--- config.mk ---
export PLATFORM = sky130hd
export DESIGN_NAME = args_threshold_ctrl
export DESIGN_NICKNAME = d
export VERILOG_FILES = /design/src/rtl/args_threshold_ctrl_pkg.sv /design/src/rtl/args_threshold_ctrl_div_seq.sv /design/src/rtl/args_threshold_ctrl.sv
export SDC_FILE = /design/constraint.sdc
export NUM_CORES = 1
export LEC_CHECK = 0
export ABC_AREA = 1
export CAP_MARGIN = 20
export CELL_PAD_IN_SITES_DETAIL_PLACEMENT = 1
export CELL_PAD_IN_SITES_GLOBAL_PLACEMENT = 1
export CORE_AREA = 10 10 185 187
export DETAILED_ROUTE_END_ITERATION = 10
export DIE_AREA = 0 0 195 197
export GPL_ROUTABILITY_DRIVEN = 0
export PLACE_DENSITY_LB_ADDON = 0.05
export SYNTH_ARGS = -nofsm -noshare
export SYNTH_HDL_FRONTEND = slang
export SYNTH_SLANG_ARGS = --single-unit
--- constraint.sdc ---
create_clock -name clk -period 5.82 [get_ports clk]
set_clock_uncertainty 0.15 [all_clocks]
set_input_delay 0.873 -clock clk [delete_from_list [all_inputs] [get_ports clk]]
set_output_delay 0.873 -clock clk [all_outputs]
set_load 0.005 [all_outputs]
--- src/rtl/args_threshold_ctrl_pkg.sv ---
// +----------------------------------------------------------------------+
// | args_threshold_ctrl_pkg                                              |
// | Shared types, defaults and helpers for the adaptive threshold ctrl.  |
// | Revision: 1.0                                                        |
// +----------------------------------------------------------------------+
`default_nettype none

package args_threshold_ctrl_pkg;

  localparam int c_iw_default      = 10;
  localparam int c_cw_default      = 22;
  localparam int c_th_init_default = 128;

  // ST_IIR is only reachable when the smoothing stage is built in
  typedef enum logic [2:0] {
    ST_ACC  = 3'd0,
    ST_DIV  = 3'd1,
    ST_CALC = 3'd2,
    ST_HOLD = 3'd3,
    ST_IIR  = 3'd4
  } state_t;

  function automatic int sum_width(input int iw, input int cw);
    return iw + cw;
  endfunction

  // Saturate into [0, max_v], then clamp to [lo, hi]; an inverted window yields lo
  function automatic int sat_clamp(input int t, input int max_v,
                                   input int lo, input int hi);
    int v;
    v = (t < 0) ? 0 : ((t > max_v) ? max_v : t);
    if (lo > hi) begin
      v = lo;
    end else if (v < lo) begin
      v = lo;
    end else if (v > hi) begin
      v = hi;
    end
    return v;
  endfunction

endpackage

`default_nettype wire

--- src/rtl/args_threshold_ctrl_div_seq.sv ---
// +----------------------------------------------------------------------+
// | args_div_seq                                                         |
// | Start/done restoring divider, one quotient bit per cycle.            |
// | Revision: 1.0                                                        |
// +----------------------------------------------------------------------+
`default_nettype none

module args_div_seq #(
  parameter int SW = 32,
  parameter int CW = 22,
  parameter int IW = 10
) (
  input  logic          clk,
  input  logic          rst_n,
  input  logic          start,
  input  logic [SW-1:0] dividend,
  input  logic [CW-1:0] divisor,
  output logic          done,
  output logic [IW-1:0] quotient
);

  localparam int c_ctr_w = (SW > 1) ? $clog2(SW) : 1;
  localparam logic [c_ctr_w-1:0] c_last = c_ctr_w'(SW - 1);

  logic [SW-1:0]      r_dvd;
  logic [CW-1:0]      r_div;
  logic [CW-1:0]      r_rem;
  logic [c_ctr_w-1:0] r_cnt;
  logic               r_busy;

  logic [CW:0] w_trial;
  logic [CW:0] w_diff;
  logic        w_ge;

  assign w_trial = {r_rem, r_dvd[SW-1]};
  assign w_diff  = w_trial - {1'b0, r_div};
  assign w_ge    = (w_trial >= {1'b0, r_div});

  // done marks the cycle performing the final step; quotient is valid after it
  assign done = r_busy && (r_cnt == c_last);

  always_ff @(posedge clk or negedge rst_n) begin
    if (!rst_n) begin
      r_dvd  <= '0;
      r_div  <= '0;
      r_rem  <= '0;
      r_cnt  <= '0;
      r_busy <= 1'b0;
    end else if (start) begin
      r_dvd  <= dividend;
      r_div  <= divisor;
      r_rem  <= '0;
      r_cnt  <= '0;
      r_busy <= 1'b1;
    end else if (r_busy) begin
      r_dvd <= {r_dvd[SW-2:0], w_ge};
      r_rem <= CW'(w_ge ? w_diff : w_trial);
      r_cnt <= r_cnt + c_ctr_w'(1);
      if (r_cnt == c_last) begin
        r_busy <= 1'b0;
      end
    end
  end

  generate
    if (SW > IW) begin : g_sat
      assign quotient = (|r_dvd[SW-1:IW]) ? {IW{1'b1}} : r_dvd[IW-1:0];
    end else begin : g_nosat
      assign quotient = IW'(r_dvd);
    end
  endgenerate

endmodule

`default_nettype wire

--- src/rtl/args_threshold_ctrl.sv ---
// +----------------------------------------------------------------------+
// | args_threshold_ctrl                                                  |
// | Frame-mean adaptive threshold, applied only at frame start.          |
// | Optional IIR smoothing of the result: define ARGS_TH_IIR_EN.         |
// | Revision: 1.0                                                        |
// +----------------------------------------------------------------------+
`default_nettype none

module args_threshold_ctrl
  import args_threshold_ctrl_pkg::*;
#(
  parameter int IW      = c_iw_default,
  parameter int CW      = c_cw_default,
  parameter int TH_INIT = c_th_init_default
) (
  input  logic          clk,
  input  logic          rst_n,
  input  logic          frame_start,
  input  logic          frame_end,
  input  logic          in_de,
  input  logic [IW-1:0] in,
  input  logic          cfg_auto,
  input  logic [IW-1:0] cfg_th_man,
  input  logic [IW:0]   cfg_offset,
  input  logic [IW-1:0] cfg_th_min,
  input  logic [IW-1:0] cfg_th_max,
  output logic [IW-1:0] th_out,
  output logic          th_upd,
  output logic          busy,
  output logic          frame_drop
);

  localparam int SW = sum_width(IW, CW);
  localparam logic [IW-1:0] c_th_init = IW'(TH_INIT);
  localparam int c_pix_max = (1 << IW) - 1;

  state_t        r_state;
  state_t        w_state_nxt;
  logic [SW-1:0] r_sum;
  logic [CW-1:0] r_cnt;
  logic [IW-1:0] r_pend;
  logic          r_pvld;
  logic [IW-1:0] r_th;
  logic          r_upd;
  logic          r_drop;

  logic                 w_idle;
  logic                 w_start;
  logic                 w_drop_evt;
  logic                 w_div_done;
  logic [IW-1:0]        w_quot;
  logic signed [IW+1:0] w_t;
  logic [IW-1:0]        w_tc;
  logic                 w_pend_wr;
  logic [IW-1:0]        w_pend_val;

  assign w_idle     = (r_state == ST_ACC) || (r_state == ST_HOLD);
  assign w_start    = frame_end && w_idle && (r_cnt != '0);
  // Any frame end while a result is still in flight discards that frame
  assign w_drop_evt = frame_end && !w_idle;

  always_ff @(posedge clk or negedge rst_n) begin
    if (!rst_n) begin
      r_sum <= '0;
      r_cnt <= '0;
    end else if (frame_start) begin
      r_sum <= '0;
      r_cnt <= '0;
    end else if (in_de) begin
      r_sum <= r_sum + SW'(in);
      r_cnt <= r_cnt + CW'(1);
    end
  end

  args_div_seq #(
    .SW (SW),
    .CW (CW),
    .IW (IW)
  ) u_div (
    .clk      (clk),
    .rst_n    (rst_n),
    .start    (w_start),
    .dividend (r_sum),
    .divisor  (r_cnt),
    .done     (w_div_done),
    .quotient (w_quot)
  );

  always_ff @(posedge clk or negedge rst_n) begin
    if (!rst_n) begin
      r_state <= ST_ACC;
    end else begin
      r_state <= w_state_nxt;
    end
  end

  always_comb begin
    w_state_nxt = r_state;
    case (r_state)
      ST_ACC: begin
        if (w_start) w_state_nxt = ST_DIV;
      end
      ST_HOLD: begin
        if (w_start)                       w_state_nxt = ST_DIV;
        else if (frame_start && cfg_auto)  w_state_nxt = ST_ACC;
      end
      ST_DIV: begin
        if (w_div_done) w_state_nxt = ST_CALC;
      end
`ifdef ARGS_TH_IIR_EN
      ST_CALC: w_state_nxt = ST_IIR;
      ST_IIR:  w_state_nxt = ST_HOLD;
`else
      ST_CALC: w_state_nxt = ST_HOLD;
`endif
      default: w_state_nxt = ST_ACC;
    endcase
  end

  // Mean plus signed offset cannot leave the IW+2 signed range
  assign w_t  = $signed({2'b00, w_quot}) + $signed({cfg_offset[IW], cfg_offset});
  assign w_tc = IW'(sat_clamp(int'(w_t), c_pix_max,
                              int'(cfg_th_min), int'(cfg_th_max)));

`ifdef ARGS_TH_IIR_EN
  logic [IW-1:0] r_t;
  logic [IW-1:0] r_th_prev;
  logic [IW+1:0] w_iir_sum;

  assign w_iir_sum  = {2'b00, r_th_prev} + {1'b0, r_th_prev, 1'b0} + {2'b00, r_t};
  assign w_pend_wr  = (r_state == ST_IIR);
  assign w_pend_val = IW'(w_iir_sum >> 2);

  always_ff @(posedge clk or negedge rst_n) begin
    if (!rst_n) begin
      r_t       <= '0;
      r_th_prev <= c_th_init;
    end else begin
      if (r_state == ST_CALC) r_t <= w_tc;
      if (frame_start && cfg_auto && r_pvld) r_th_prev <= r_pend;
    end
  end
`else
  assign w_pend_wr  = (r_state == ST_CALC);
  assign w_pend_val = w_tc;
`endif

  always_ff @(posedge clk or negedge rst_n) begin
    if (!rst_n) begin
      r_pend <= '0;
      r_pvld <= 1'b0;
      r_th   <= c_th_init;
      r_upd  <= 1'b0;
      r_drop <= 1'b0;
    end else begin
      r_upd  <= 1'b0;
      r_drop <= w_drop_evt;
      if (frame_start) begin
        if (cfg_auto) begin
          if (r_pvld) begin
            r_th   <= r_pend;
            r_upd  <= 1'b1;
            r_pvld <= 1'b0;
          end
        end else begin
          r_th  <= cfg_th_man;
          r_upd <= (cfg_th_man != r_th);
        end
      end
      // A result landing on a frame_start cycle is kept for the following frame
      if (w_pend_wr) begin
        r_pend <= w_pend_val;
        r_pvld <= 1'b1;
      end
    end
  end

  assign th_out     = r_th;
  assign th_upd     = r_upd;
  assign busy       = (r_state == ST_DIV);
  assign frame_drop = r_drop;

endmodule

`default_nettype wire

==> metrics.md <==
| Metric | Value |
|---|---|
| Outcome | complete, no violations |
| Aggregate negative setup slack | 0 ns |
| Final ANT Viol Nets | 0 |
| Peak ir drop on the vdd network | 0.000181 V |
| Share of synthesized area occupied by flip-flops and latches | 0.382 |
| Pins over their slew limit | 0 |
| Worst setup EP type | flop |
| Seq cells post-synth | 161 |
| Relative contribution of the clock network to total power | 0.181 |
| Cell count after synthesis | 1365 |
| Number of cell rows | 64 |
| Overall Global Routing Usage | 0.170 |
| Tightest Pin Transition | 0.816 ns |
| Net count, final | 1564 |
| Total global routing overflow | 0 |
| Reg clk slew, reported paths | 0.07 ns |
| Leading post-synthesis cells by cell area | dfrtp_1, nand2_1, ha_1, inv_1, o21ai_0 |
| Syn Std Cell Area | 0.0105 mm^2 |
| Highest signal layer in the routed design | met4 |
| Sequential fraction of design power | 0.246 |
| Minimum clock period after layout | 4.93 ns |
| Unrepaired setup endpoints after global routing | no |
| Root buffer cell | clkbuf_16 |
| TritonRoute pass-1 iters | 4 |
| Hold-fix buffers, CTS | 0 |
| Mean Syn Cell Area | 7.73 um^2 |
| Final design area excluding fillers | 0.0123 mm^2 |
| Leakage component of the power | 0.00562 uW |
| Post-synth top area share | 0.380 |
| Type of the worst setup path | reg2reg |
| Share of cells above drive strength 1 | 0.0646 |
| Sum of routed wire segments on met1 | 16800 um |
| # fillers | 3760 |
| Most instantiated flip-flop cell in the synthesis netlist | dfrtp_1 |
| Area share of xor/xnor cells in the synthesized design | 0.0291 |
| Area Overhead vs Synth | 16.2% |
| Clock tree sinks | 161 |
| Placed Instance Area | 0.0116 mm^2 |
| Fraction of the mapped netlist area in simple logic gates | 0.202 |
| Count of input and output buffers | 69 |
| WL/cell | 17.8 um |
| 1st-iter DRT viols | 479 |
| Post-synthesis adder-cell area fraction | 0.0982 |
| Number of setup violations in the final report | 0 |
| Asr flop ratio synth | 1.00 |
| Die Wd | 195 um |
| Met3 Routed Length | 686 um |
| Max-cap violations | 0 |
| Headroom to the max-slew limit | 0.454 |
| Via count of the first global-routing pass | 9952 |
| Remaining design rule violation count | 0 |
| Htree depth | 4 |
| CTS-repair resized insts | 0 |
| Count of inserted antenna diode cells | 0 |
| Die Y-Extent | 197 um |
| Critical register-to-register path endpoint | r_pend[8] |
| Clk_lat worst skew | 0.44 ns |
| Minimum setup slack after placement | 0.867 ns |
| Post-Route WL | 32700 um |
| Max frequency | 203 MHz |
| Post-synthesis cell type with the largest combined area | dfrtp_1 |
| Worst reg2reg path startpoint | u_div.r_dvd[28] |
| Effective utilization at floorplan | 0.347 |
| NetSw | 3100 uW |
| Data required time of the critical path | 5.99 ns |
| Worst min-delay path category | in2async |
| Via density | 5.11 |
| Inserted Clock Buffers | 17 |
| Final Hold Fails | 0 |
| R2R setup slack | 0.89 ns |
| Syn_nets | 1503 |
| Dominant combinational cell family by area after synthesis | simple AND/OR/NAND/NOR gates |
| Minimum setup slack in the final design | 0.890 ns |
| Final core utilization | 0.403 |
| Crit path max fanout | 12 |
| Number of top-level pins | 70 |
| Share of the synthesized area in compound gates (AO/OA/AOI/OAI) | 0.192 |
| Internal power | 3540 uW |
| Most instantiated library cell after synthesis | nand2_1 |
| Placeable core area | 0.0304 mm^2 |
| TritonCTS clock tree | yes |
| Worst setup SP type | flop |
| Post-synth EDFFs | 0 |
| Via count | 9371 |
| Fin crit share | 0.847 |
| Synthesis warning total | 0 |
| Metal2 WL | 14900 um |
| Proportion of power drawn by combinational gates | 0.573 |
| Switching power share of the total | 0.467 |
| Clock Path Buffers | 2 |
| Antenna violations before repair | 0 |
| Worst reg2reg path depth | 24 |
| Cell Pwr Density | 542 mW/mm^2 |
| First-pass GRT wire length | 53500 um |
| Most instantiated cells after synthesis | nand2_1, inv_1, dfrtp_1 |
| Multiplexer area fraction after synthesis | 0.00190 |
| Pin count of the biggest net entering global routing | 75 |
| Die area | 0.0384 mm^2 |
| Endpoint arrival time on the critical path | 5.10 ns |
| Netlist cell types | 56 |
| Half-perimeter wire length after placement | 24800 um |
| Number of setup buffers added after CTS | 0 |
-- how the worst max path moves through the flow --
| stage | startpoint | to |
|---|---|---|
| finish | u_div.r_dvd[28] | r_pend[8] |
| global route | u_div.r_dvd[28] | r_pend[4] |
| global placement | cfg_offset[3] | r_pend[8] |
| CTS | u_div.r_dvd[17] | r_pend[8] |
| detailed placement | cfg_offset[3] | r_pend[6] |
| floorplan | u_div.r_dvd[17] | r_pend[0] |
-- state kept, by name (all words and copies together) (netlist names) --
name          count
r_cnt            22
th_out           10
u_div.r_rem      22
r_pend           10
r_pvld            1
u_div.r_busy      1
r_sum            32
r_state           2
frame_drop        1
u_div.r_div      22
u_div.r_dvd      32
th_upd            1
u_div.r_cnt       5
-- power groups by stage --
stage                     sequential (uW)  clock, uW  combinational, uW
after floorplan                      1590          0               2850
after global placement               1640          0               3780
after detailed placement             1650          0               3840
after CTS                            1640       1240               3870
after global routing                 1680       1290               4390
final                                1630       1210               3810
-- cells by family (layout without fill, tap and decap cells) --
kind of cell,count (synthesis),in the layout
simple gates,493,493
compound gates,338,338
buf+inv,255,329
flops,161,161
fa+ha+maj,81,81
xor+xnor,35,35
mux,2,2
-- critical path: stages, from the launching register on --
cell,delay [ns]
dfrtp_1,0.41
nor4_1,0.28
nand3_1,0.18
nor4_2,0.17
buf_4,0.21
nand2_1,0.07
ha_1,0.21
fa_1,0.46
nand3_1,0.17
nand3_1,0.10
nand2_2,0.10
nand2_1,0.11
o21ai_0,0.43
inv_1,0.15
ha_1,0.32
a21oi_1,0.13
nor3_1,0.06
a211oi_1,0.19
nand2_1,0.12
nand2_1,0.07
nand2_1,0.05
nand2_2,0.29
inv_2,0.17
nand3_1,0.14
a21oi_2,0.06
-- routing by layer --
layer,vias to the layer above,track usage
met5,-,0
met4,0,0.0334
met1,4560,0.236
met2,94,0.276
met3,23,0.0246
li1,4694,-
-- layout by cell type, fill, tap and decap left out, drive strengths merged, types with 3 or more instances in the layout --
cell / instances
nand4: 20
bufinv: 3
clkinv: 7
nand2: 278
xor2: 23
a22oi: 12
nand3: 66
a31oi: 8
o211ai: 11
fa: 3
o22ai: 13
a21o: 5
nor2: 91
nor4: 11
xnor2: 12
a21oi: 107
nor3: 23
o21a: 7
o21bai: 3
ha: 78
o221ai: 15
a32o: 4
inv: 218
buf: 11
a221oi: 3
clkdlybuf4s50: 68
dfrtp: 160
a211oi: 5
clkbuf: 20
o21ai: 132
-- area by class of cell --
| type | count | area [um^2] | share of cell area |
|---|---|---|---|
| flip-flops and latches | 161 | 4030 | 0.329 |
| well taps | 396 | 495 | 0.0404 |
| clock inverters | 12 | 155 | 0.0127 |
| repair buffers | 79 | 767 | 0.0626 |
| multi-input cells | 949 | 5530 | 0.451 |
| inverters | 218 | 818 | 0.0667 |
| clock buffers | 20 | 467 | 0.0381 |
-- metrics by stage --
stage	power, uW	hold WS (ns)	std cells
5_1_grt	7350	0.340	1835
3_5_place_dp	5500	0.323	1803
3_3_place_gp	5420	0.318	1803
4_1_cts	6750	0.327	1835
2_1_floorplan	4440	0.284	1365
6_report	6650	0.265	1835
(Power assumes the default switching activity.)
